<file path="src/rtl/register_bank.sv">
// General-purpose register file: one write port, two read ports with
// write-first bypass, a pending-load scoreboard driving stall, and Z/N flags.
module register_bank #(
    parameter int unsigned DATA_W = 8,
    parameter int unsigned ADDR_W = 3
) (
    input  logic              clk,
    input  logic              rst,
    input  logic              wr_en,
    input  logic [ADDR_W-1:0] wr_addr,
    input  logic [DATA_W-1:0] wr_data,
    input  logic              flag_en,
    input  logic [ADDR_W-1:0] rx_addr,
    input  logic [ADDR_W-1:0] ry_addr,
    output logic [DATA_W-1:0] rx_data,
    output logic [DATA_W-1:0] ry_data,
    input  logic              rsv_en,
    input  logic [ADDR_W-1:0] rsv_addr,
    output logic              stall,
    output logic              zero,
    output logic              neg
);

    localparam int unsigned NREG = 1 << ADDR_W;

    logic [DATA_W-1:0] regs [NREG];
    logic [NREG-1:0]   pending;
    logic              bypass_x;
    logic              bypass_y;

    always_ff @(posedge clk or posedge rst) begin
        if (rst) begin
            regs <= '{default: '0};
        end else if (wr_en) begin
            regs[wr_addr] <= wr_data;
        end
    end

    // The reservation is applied after the write so it wins on an address clash.
    always_ff @(posedge clk or posedge rst) begin
        if (rst) begin
            pending <= '0;
        end else begin
            if (wr_en) begin
                pending[wr_addr] <= 1'b0;
            end
            if (rsv_en) begin
                pending[rsv_addr] <= 1'b1;
            end
        end
    end

    always_ff @(posedge clk or posedge rst) begin
        if (rst) begin
            zero <= 1'b0;
            neg  <= 1'b0;
        end else if (wr_en && flag_en) begin
            zero <= (wr_data == '0);
            neg  <= wr_data[DATA_W-1];
        end
    end

    // Reset gating keeps the bypass path from leaking wr_data while rst is high.
    always_comb begin
        bypass_x = wr_en && (wr_addr == rx_addr);
        bypass_y = wr_en && (wr_addr == ry_addr);
        rx_data  = '0;
        ry_data  = '0;
        stall    = 1'b0;
        if (!rst) begin
            rx_data = bypass_x ? wr_data : regs[rx_addr];
            ry_data = bypass_y ? wr_data : regs[ry_addr];
            stall   = (pending[rx_addr] && !bypass_x) ||
                      (pending[ry_addr] && !bypass_y);
        end
    end

endmodule
</file>
<file path="config.mk">
export PLATFORM = sky130hd
export DESIGN_NAME = register_bank
export DESIGN_NICKNAME = d
export VERILOG_FILES = /design/src/rtl/register_bank.sv
export SDC_FILE = /design/constraint.sdc
export NUM_CORES = 1
export LEC_CHECK = 0
export BUFFER_PORTS_ARGS = -buffer_cell sky130_fd_sc_hd__buf_2
export CAP_MARGIN = 20
export CELL_PAD_IN_SITES_DETAIL_PLACEMENT = 2
export CELL_PAD_IN_SITES_GLOBAL_PLACEMENT = 2
export CORE_UTILIZATION = 37
export DETAILED_ROUTE_END_ITERATION = 10
export PLACE_DENSITY = 0.82
export SLEW_MARGIN = 20
export SYNTH_ARGS = -nofsm -noshare
export SYNTH_HDL_FRONTEND = slang
export SYNTH_SLANG_ARGS = --single-unit
</file>
<file path="constraint.sdc">
create_clock -name clk -period 4.3 [get_ports clk]
set_clock_uncertainty 0.05 [all_clocks]
set_input_delay 0.645 -clock clk [delete_from_list [all_inputs] [get_ports clk]]
set_output_delay 0.645 -clock clk [all_outputs]
set_load 0.01 [all_outputs]
</file>
Yosys cells after proc, flatten, opt, wreduce, memory -nomap -nowiden
Index checks and enable logic that the tools add are counted.

Multiplexer cells: 24. Order comparisons: 10. Bitwise operators: 6. Reduce and logical (&&, ||, !) cells: 12. Equality and inequality tests: 2.

Operator list (number): 8-bit 2-to-1 mux (11); 64-bit bitwise mux (1); 8-bit binary-select mux with 3-bit select (2); 8-bit demux with 3-bit select (1); 3-bit by 4-bit < comparator with 1-bit output (second input constant) (4); 4-bit greater-or-equal comparator (second input constant) (3); 3-bit inverter with 4-bit output (3); 8-bit bitwise AND (1); 1-bit logical AND (8); 8-bit zero test (1); 8-bit inverter (1); 8-bit OR (1); 1-bit binary-select mux with 3-bit select (2); 1-bit demux with 3-bit select (2); 3-bit == test (2); 3-bit by 1-bit greater-or-equal comparator with 1-bit output (second input constant) (2); 1-bit 2-to-1 mux (5); 4-bit by 1-bit < comparator with 1-bit output (second input constant) (1); 1-bit zero test (2); 1-bit logical OR (1).

Register bits after elaboration: 74. Input bits: 25. Output and inout bits: 19. Logic and storage cells: 65.

Logic depth before layout (Yosys ltp)
Gate-level depths: netlist (run 1).

Depth after elaboration: 9. Gate-level depth with buffers: 6. Mapped depth without buffers: 4.

Worst setup path after synthesis (run 1)
No wires, ideal clock.

Path kind: in2out. From: in rst. To: out rx_data[2]. Stages: 4. Arrival: 3.763 ns. Slack: -0.158 ns. Data required time: 3.605 ns. Path buffers: 1. Cell sequence: inv_1 -> clkbuf_1 -> o21ai_0 -> a31oi_1.

Longest elaborated chain between the ends: 1.

RTL lines: from (decl) (RTL line 8) `input logic rst,`; 8-bit 2-to-1 mux (RTL line 70) `if (!rst) begin`; to (decl) (RTL line 15) `output logic [DATA_W-1:0] rx_data,`.

Every way passes these cells.

Final worst setup path (run 1)
From: in wr_addr[1]. To: out rx_data[0].

Longest elaborated chain between the ends: 4.

RTL lines: from (decl) (RTL line 10) `input logic [ADDR_W-1:0] wr_addr,`; 3-bit == test (RTL line 65) `bypass_x = wr_en && (wr_addr == rx_addr);`; 1-bit logical AND (RTL line 65); 8-bit 2-to-1 mux (RTL line 71) `rx_data = bypass_x ? wr_data : regs[rx_addr];`; 8-bit 2-to-1 mux (RTL line 70).

Every way passes these cells.

==> results.md, run 1 <==
Synthesis:
- The cell area after technology mapping is 4220 um^2.
- During synthesis, Yosys emitted a total of 0 warnings.
- In the post-synthesis netlist, the biggest area contributors are sky130_fd_sc_hd__dfrtp_1, sky130_fd_sc_hd__mux4_2, sky130_fd_sc_hd__mux2_2.
- Counting flops and latches in the post-synthesis netlist gives 74.
- After technology mapping, the gate count stands at 320.
- Of all cell types, the one taking the most synthesized area is sky130_fd_sc_hd__dfrtp_1.
- The synthesized area per cell is approximately 13 um^2.
- Synthesis produced a netlist with a net count of between 300 and 400.
- Yosys mapped the design onto 28 distinct sky130hd cell types.
- The part of the Yosys area used for sequential elements is a little over two fifths.
- The area share of the largest cell type after synthesis is between 40% and 50%.

Floorplanning:
- Pin placement for this block handled 44 I/O pins.
- The initial utilization of the core area, before any placement, comes to 38.5%.
- Row generation in the floorplan step produced 38 rows.
- The die covers 11,800 um^2.
- The vertical extent of the die is about 110 um.
- The core region is approximately 11,000 um^2.
- The width of the die is between 100 and 150 um.

Finish:
- The layout overhead on the synthesized area is 14.4%.
- The share of layout cells above drive strength 1 is about half.
- The final standard cell utilization of the core is about 44%.
- For this run, the post-layout net count is approximately 390.
- The number of diodes is 0.

Drt:
- The detailed-router iteration count before antenna repair is 4.
- The remaining antenna violation count after routing is 0.
- The ratio of routed vias to standard cells is 6.09.
- After detailed routing, the average wire length per cell comes to roughly 26 um.
- Across all layers, the routed design uses around 3,000 vias.
- Summed over all layers, the routed wires come to approximately 13,000 um.
- The first routing iteration left 111 violations.
- After detailed routing, the number of remaining DRC violations is 0.

Clock network:
- The tree built by TritonCTS fans out to 74 sinks.
- The clock passes through at most 2 buffers.
- In this run, post-CTS hold repair placed 0 buffers.
- Clock-pin slew was measured on the worst setup and hold paths at 0.06 ns.
- For the worst-skew pair, the clock arrives at the later sink with an insertion delay of around 0.33 ns.
- The cell sitting at the root of the clock tree is a sky130_fd_sc_hd__clkbuf_16.
- The TritonCTS clock tree is built.
- The deepest level of the CTS H-tree is 3.
- The number of buffers inserted during clock tree synthesis is 9.
- The number of gates resized after CTS was 0.
- The number of setup buffers added after CTS is 0.

Place:
- The HPWL after detailed placement is about 8600 um.
- At the end of routability-driven placement, the weighted congestion stood at around 0.77.
- The quantity of I/O buffers inserted on ports is 43.
- Before CTS, the worst setup slack after placement is between 1 and 1.5 ns.

Setup path:
- Walking the worst path, the cells encountered are buf_2, xnor2_1, nand4_1, buf_4, o21ai_0, a31oi_1, buf_2.
- The largest individual stage delay along the critical path comes from the cell sky130_fd_sc_hd__nand4_1.
- The most frequent cell on the critical path is sky130_fd_sc_hd__buf_2.
- Data arrives at the worst endpoint at roughly 2.3 ns.
- STA puts the critical path data required time at between 3 and 4 ns.
- The largest single stage delay on the critical path is around 0.37 ns.
- The startpoint-to-endpoint class of the critical path is in -> out.
- The critical path contains buffers and inverters numbering 3 combined.
- STA classifies the critical path startpoint as an input pin.
- The nature of the critical path endpoint is a primary output.
- Along the worst path, the maximum fanout reaches 10.
- The cell family with the largest share of critical-path delay is buffers and inverters.

Global route:
- Summed over all layers, the global routing overflow is 0.
- In the global route stage, met3 resource usage came out at roughly 5.7%.
- The number of antenna violations at the first check in global routing is 0.
- For met2 alone, demand over resource in global routing was between 40% and 50%.
- The first global-routing pass estimated 20,500 um of wire.
- The number of global-route vias before repair is 3,448.
- The routing layer with the top usage in global route is met2.
- In the global route stage, met1 resource usage came out at a little under a third.
- Global routing used 24.5% of the available tracks.
- The largest net degree at the start of global routing is 39.

Power and ir drop:
- The static leakage is slightly above 2 nW.
- The worst-case IR drop observed on VDD is between 200 and 300 uV.
- The total power per unit cell area is between 400 and 500 nW/um^2.

STA:
- The max-slew violation count is 0.
- The share of the cycle needed by the critical path after routing is between 60 and 70%.
- The worst path meets setup with 1.31 ns of slack.
- Derived from the worst setup path, the maximum achievable clock frequency is between 300 and 400 MHz.
- Adding up every negative setup slack in the final design gives 0 ns.
- The number of failing hold endpoints at the final stage was 0.
- Setup repair after global routing left no endpoint under its margin.
- The number of setup violations in the final report is 0.
- For the pin with the worst max-slew slack, the measured transition is ~0.94 ns.
- Measured against its own limit, the worst slew margin works out to between 30% and 40%.
- The worst path needs 2.99 ns of the cycle, external delays included.

Flow run:
- The number of violations of the max-capacitance limit is 0.

Outcome:
- The run finished with clean final reports.

Min path:
- The min-delay analysis places its worst path in the category in -> async.
[routing by layer]
layer | routed length, um | part of all wire [%]
met4 | 256 | 1.9
met2 | 6820 | 52
met1 | 5600 | 42
met5 | 0 | 0
met3 | 518 | 3.9
[area by class of cell]
type                    count  area [um^2]
multi-input cells         214         2200
clock buffers              12          256
clock inverters             3         25.0
flip-flops and latches     74         1850
fillers                  1094         6150
well taps                 140          175
repair buffers             54          298
inverters                   7         27.5
[stage by stage]
stage	hold slack, ns	cells	area, um^2	total power [W]
3_5_place_dp	0.448	489	4550	0.00150
5_1_grt	0.350	504	4830	0.00232
4_1_cts	0.330	504	4830	0.00224
6_report	0.320	504	4830	0.00222
2_1_floorplan	0.415	320	4230	0.00133
3_3_place_gp	0.415	489	4550	0.00145
[cell families after synthesis]
group	Yosys count	share of synthesized area, %
AOI/OAI and AO/OA	50	6.84
buffers and inverters	32	4.12
DFF	74	43.8
and+or+nand+nor	55	7.55
xor gates and xnor gates	6	1.24
muxes	103	36.4
[report_power, final]
group	switching [W]	internal, W
Sequential	0.000120	0.000847
Combinational	0.000234	0.000300
Clock	0.000300	0.000421
[cell usage after synthesis, drive strengths merged]
cell type	count
xnor2	6
dfrtp	74
o32ai	2
mux2i	4
a31oi	13
nor2	1
o22ai	3
nor4	2
nand4	3
clkbuf	9
inv	5
mux4	34
nor3b	2
o2111ai	1
o21ai	23
a21oi	6
buf	16
nand4b	3
nand2	38
nand2b	4
o311ai	2
mux2	65
nor3	2
clkinv	2
[state kept, by name (all words and copies together), names as in the netlist]
register  flops
regs         64
pending       8
neg           1
zero          1
[cell usage in the layout (no fill, tap or decap), types with 2 or more instances in the layout]
| cell | n |
|---|---|
| sky130_fd_sc_hd__a21oi_1 | 6 |
| sky130_fd_sc_hd__a31oi_1 | 13 |
| sky130_fd_sc_hd__buf_2 | 43 |
| sky130_fd_sc_hd__buf_4 | 11 |
| sky130_fd_sc_hd__clkbuf_16 | 9 |
| sky130_fd_sc_hd__clkbuf_8 | 2 |
| sky130_fd_sc_hd__clkinv_1 | 2 |
| sky130_fd_sc_hd__clkinv_4 | 2 |
| sky130_fd_sc_hd__dfrtp_1 | 74 |
| sky130_fd_sc_hd__inv_1 | 4 |
| sky130_fd_sc_hd__mux2_2 | 65 |
| sky130_fd_sc_hd__mux2i_1 | 4 |
| sky130_fd_sc_hd__mux4_2 | 34 |
| sky130_fd_sc_hd__nand2_1 | 38 |
| sky130_fd_sc_hd__nand2b_1 | 3 |
| sky130_fd_sc_hd__nand4_1 | 3 |
| sky130_fd_sc_hd__nand4b_2 | 2 |
| sky130_fd_sc_hd__nor3_4 | 2 |
| sky130_fd_sc_hd__nor3b_4 | 2 |
| sky130_fd_sc_hd__nor4_1 | 2 |
| sky130_fd_sc_hd__o21ai_0 | 23 |
| sky130_fd_sc_hd__o22ai_1 | 3 |
| sky130_fd_sc_hd__o311ai_0 | 2 |
| sky130_fd_sc_hd__o32ai_1 | 2 |
| sky130_fd_sc_hd__xnor2_1 | 6 |
[path summary, 6_finish.rpt]
check	from	to	slack (ns)	cells after the start
min	rst	regs[38]	0.32	2
max reg2reg	regs[48]	regs[48]	3.43	1
min in group clk	zero	zero	0.46	2
max	wr_addr[1]	rx_data[0]	1.31	7
min reg2reg	zero	zero	0.46	2
max in group asynchronous	rst	regs[43]	3.21	3
Note: power is estimated with default switching activity, not from simulation.
==> inputs of run 2 (changes only) <==
Settings changed: CORE_UTILIZATION 37 to 41, PLACE_DENSITY 0.82 to 0.86.
Clock period 4.3 ns to 2.79 ns, I/O delays scaled along.
==> results.md, run 2 (synthesis results as in run 1) <==
Floorplanning:
- The count of standard-cell rows is 36 (-5.3%).
- The number of ports placed on the die boundary came to 44 (unchanged).
- The die footprint is 10,700 um^2 (-9.6%).
- The total core area is 9860 um^2 (-10%).
- The starting density of the core is 42.8% (+4.4 points).
- The vertical extent of the die was 104 um (-4.9%).
- The width of the die was 104 um (-4.9%).

Power and ir drop:
- The total power per unit cell area is 661 nW/um^2 (+44%).
- The static leakage came to 2.01 nW (-0.11%).
- The peak ir drop on the vdd network came to 298 uV (+6.1%).
- The total power after layout is 0.00317 W (+43%).

Clock network:
- The quantity of hold-fixing buffers added after cts is 1 (+1).
- The number of buffers inserted during clock tree synthesis came to 9 (unchanged).
- The clock transition at the registers of the reported paths was 0.08 ns (+0.02 ns).
- The post-cts gate resize count is 0 (unchanged).
- The maximum clock path buffer count is 2 (unchanged).
- TritonCTS built the clock tree.
- The deepest level of the CTS H-tree is 3 (unchanged).
- The cell sitting at the root of the clock tree is a sky130_fd_sc_hd__clkbuf_8.
- The buffers inserted during post-CTS setup optimization is 0 (unchanged).
- The insertion delay to the later sink of the worst-skew pair came to 0.34 ns (about the same).
- The clock sink count was 74 (unchanged).

Setup path:
- The data arrival time of the critical path came to 2.11 ns (-0.18 ns).
- The maximum fanout along the worst path is 19 (+9).
- STA classifies the critical path startpoint as an input pin.
- The slack of the worst reg-to-reg path is 1.92 ns (-1.51 ns).
- The data required time at the worst endpoint is 2.32 ns (-1.29 ns).
- The startpoint-to-endpoint class of the critical path is in -> out.
- The nature of the critical path endpoint is a primary output.

Global route:
- The number of antenna violations at the first check in global routing is 0 (unchanged).
- The global-route wire length before repair is 21,100 um (+2.6%).
- The global-route met2 utilization is 45.2% (+3.8 points).
- The number of global-route vias before repair was 3,510 (+1.8%).
- The global-route usage over all layers was 26.8% (+2.3 points).
- The global-route track usage on met1 is 34.4% (+3.5 points).
- The largest net degree at the start of global routing is 38 (-2.6%).
- The global routing stage identified its most utilized layer as met2.
- The met3 global-route usage came to 4.85% (-0.89 points).
- The remaining global-route overflow is 0 (unchanged).

Drt:
- The wire length per cell is 26.2 um (about the same).
- The remaining antenna violation count after routing is 0 (unchanged).
- The total via count after detailed routing is 3,057 (-0.36%).
- The ratio of routed vias to standard cells came to 6.09 (about the same).
- The DRC violations left is 0 (unchanged).
- The routed wire length is 13,100 um (-0.43%).
- The iteration-0 DRC count of the detailed router came to 161 (+45%).
- The detailed-router iteration count before antenna repair came to 4 (unchanged).

Place:
- The placement-stage worst setup slack is 0.362 ns (-1.01 ns).
- The final weighted congestion in routability-driven placement was 0.757 (-2.1%).
- The placed cell count is 487 (-0.41%).
- The post-DP HPWL came to 8870 um (+3.3%).
- The quantity of I/O buffers inserted on ports is 43 (unchanged).

STA:
- The total negative slack is 0 ns (unchanged).
- The max-slew violation count came to 0 (unchanged).
- The worst hold slack after final layout is 0.281 ns (-0.0383 ns).
- The transition time at the pin with the least slew margin is 0.835 ns (-0.108 ns).
- The worst setup slack after layout came to 0.208 ns (-1.10 ns).
- After layout, the minimum clock period comes to approximately 2.6 ns.
- The relative slew slack is 44.3% (+7.5 points).
- Setup repair after global routing left no endpoint under its margin.
- The number of failing hold endpoints at the final stage is 0 (unchanged).
- The maximum clock frequency is just under 400 MHz.
- The number of setup violations in the final report came to 0 (unchanged).
- The share of the cycle needed by the critical path after routing is between 90% and 100%.

Finish:
- The number of nets in the layout was 391 (+1.6%).
- The layout overhead on the synthesized area is 13.5%.
- The number of inserted filler cells in the final layout is 969 (-11%).
- The largest registers in the layout are regs x64, pending x8.
- Leaving out fill and tap cells, the most frequent cell in the layout is sky130_fd_sc_hd__dfrtp_1.
- The register ranked first by flip-flop count is regs.
- The final standard cell count with taps included and fillers excluded is 502 (-0.40%).
- The flip-flop count of the largest register after layout was 64 (unchanged).
- In the layout the commonest cells are sky130_fd_sc_hd__dfrtp_1, sky130_fd_sc_hd__mux2_2, sky130_fd_sc_hd__buf_2, sky130_fd_sc_hd__nand2_1, sky130_fd_sc_hd__mux4_2.
- The share of layout cells above drive strength 1 is 48.8% (+0.70 points).
- The number of diodes is 0 (unchanged).

Flow run:
- The number of violations of the max-capacitance limit is 0 (unchanged).

Outcome:
- The flow ran to the end, and the final reports show no timing, DRC or antenna violations.

Min path:
- The worst hold path belongs to the class in -> reg.
-- run 2: cell types whose count changed in the layout (fill, tap and decap cells not counted), sizes merged --
cell / delta
buf: +5
bufinv: +1
clkbuf: -1
clkinvlp: -1
dlygate4sd3: +1
-- run 2: path summary, 6_finish.rpt --
kind,from,endpoint,cells past startpoint
max,rst,rx_data[3],7
min,rsv_addr[2],pending[0],2
max reg2reg,regs[14],regs[14],1
min reg2reg,zero,zero,2
max in group asynchronous,rst,regs[8],5
min in group asynchronous,rst,regs[5],3
-- run 2: layer usage --
| metal | wire (um) | up-vias | part of all wire [%] |
|---|---|---|---|
| li1 | - | 1300 | - |
| met1 | 5640 | 1653 | 43 |
| met2 | 6680 | 81 | 51 |
| met3 | 484 | 23 | 3.7 |
| met4 | 342 | 0 | 2.6 |
| met5 | 0 | - | 0 |
-- run 2: final cells by class --
| class | count | area [um^2] | share of cell area [%] |
|---|---|---|---|
| clock inverter | 3 | 40.0 | 0.835 |
| clock buffer | 11 | 151 | 3.16 |
| sequential | 74 | 1850 | 38.6 |
| multi-input combinational | 214 | 2200 | 45.9 |
| tap | 133 | 166 | 3.47 |
| inverter | 7 | 27.5 | 0.574 |
| timing repair buffer | 60 | 358 | 7.47 |
-- run 2: critical path, stage by stage --
cell and delay (ns):
sky130_fd_sc_hd__dlygate4sd3_1 0.53, sky130_fd_sc_hd__buf_2 0.13, sky130_fd_sc_hd__clkinv_2 0.24, sky130_fd_sc_hd__buf_4 0.27
sky130_fd_sc_hd__o21ai_0 0.14, sky130_fd_sc_hd__a31oi_1 0.21, sky130_fd_sc_hd__buf_2 0.17
-- run 2: power breakdown --
part	internal, W	switching [W]
sequential	0.00130	0.000190
clock	0.000449	0.000397
combinational	0.000468	0.000360
total	0.00222	0.000947
-- run 2: metrics by stage --
step,cell area (um^2),utilization (%)
floorplan,4230,-
global placement,4590,46.6
detailed placement,4590,46.6
CTS,4790,48.6
global route,4790,48.6
finish,4790,48.6
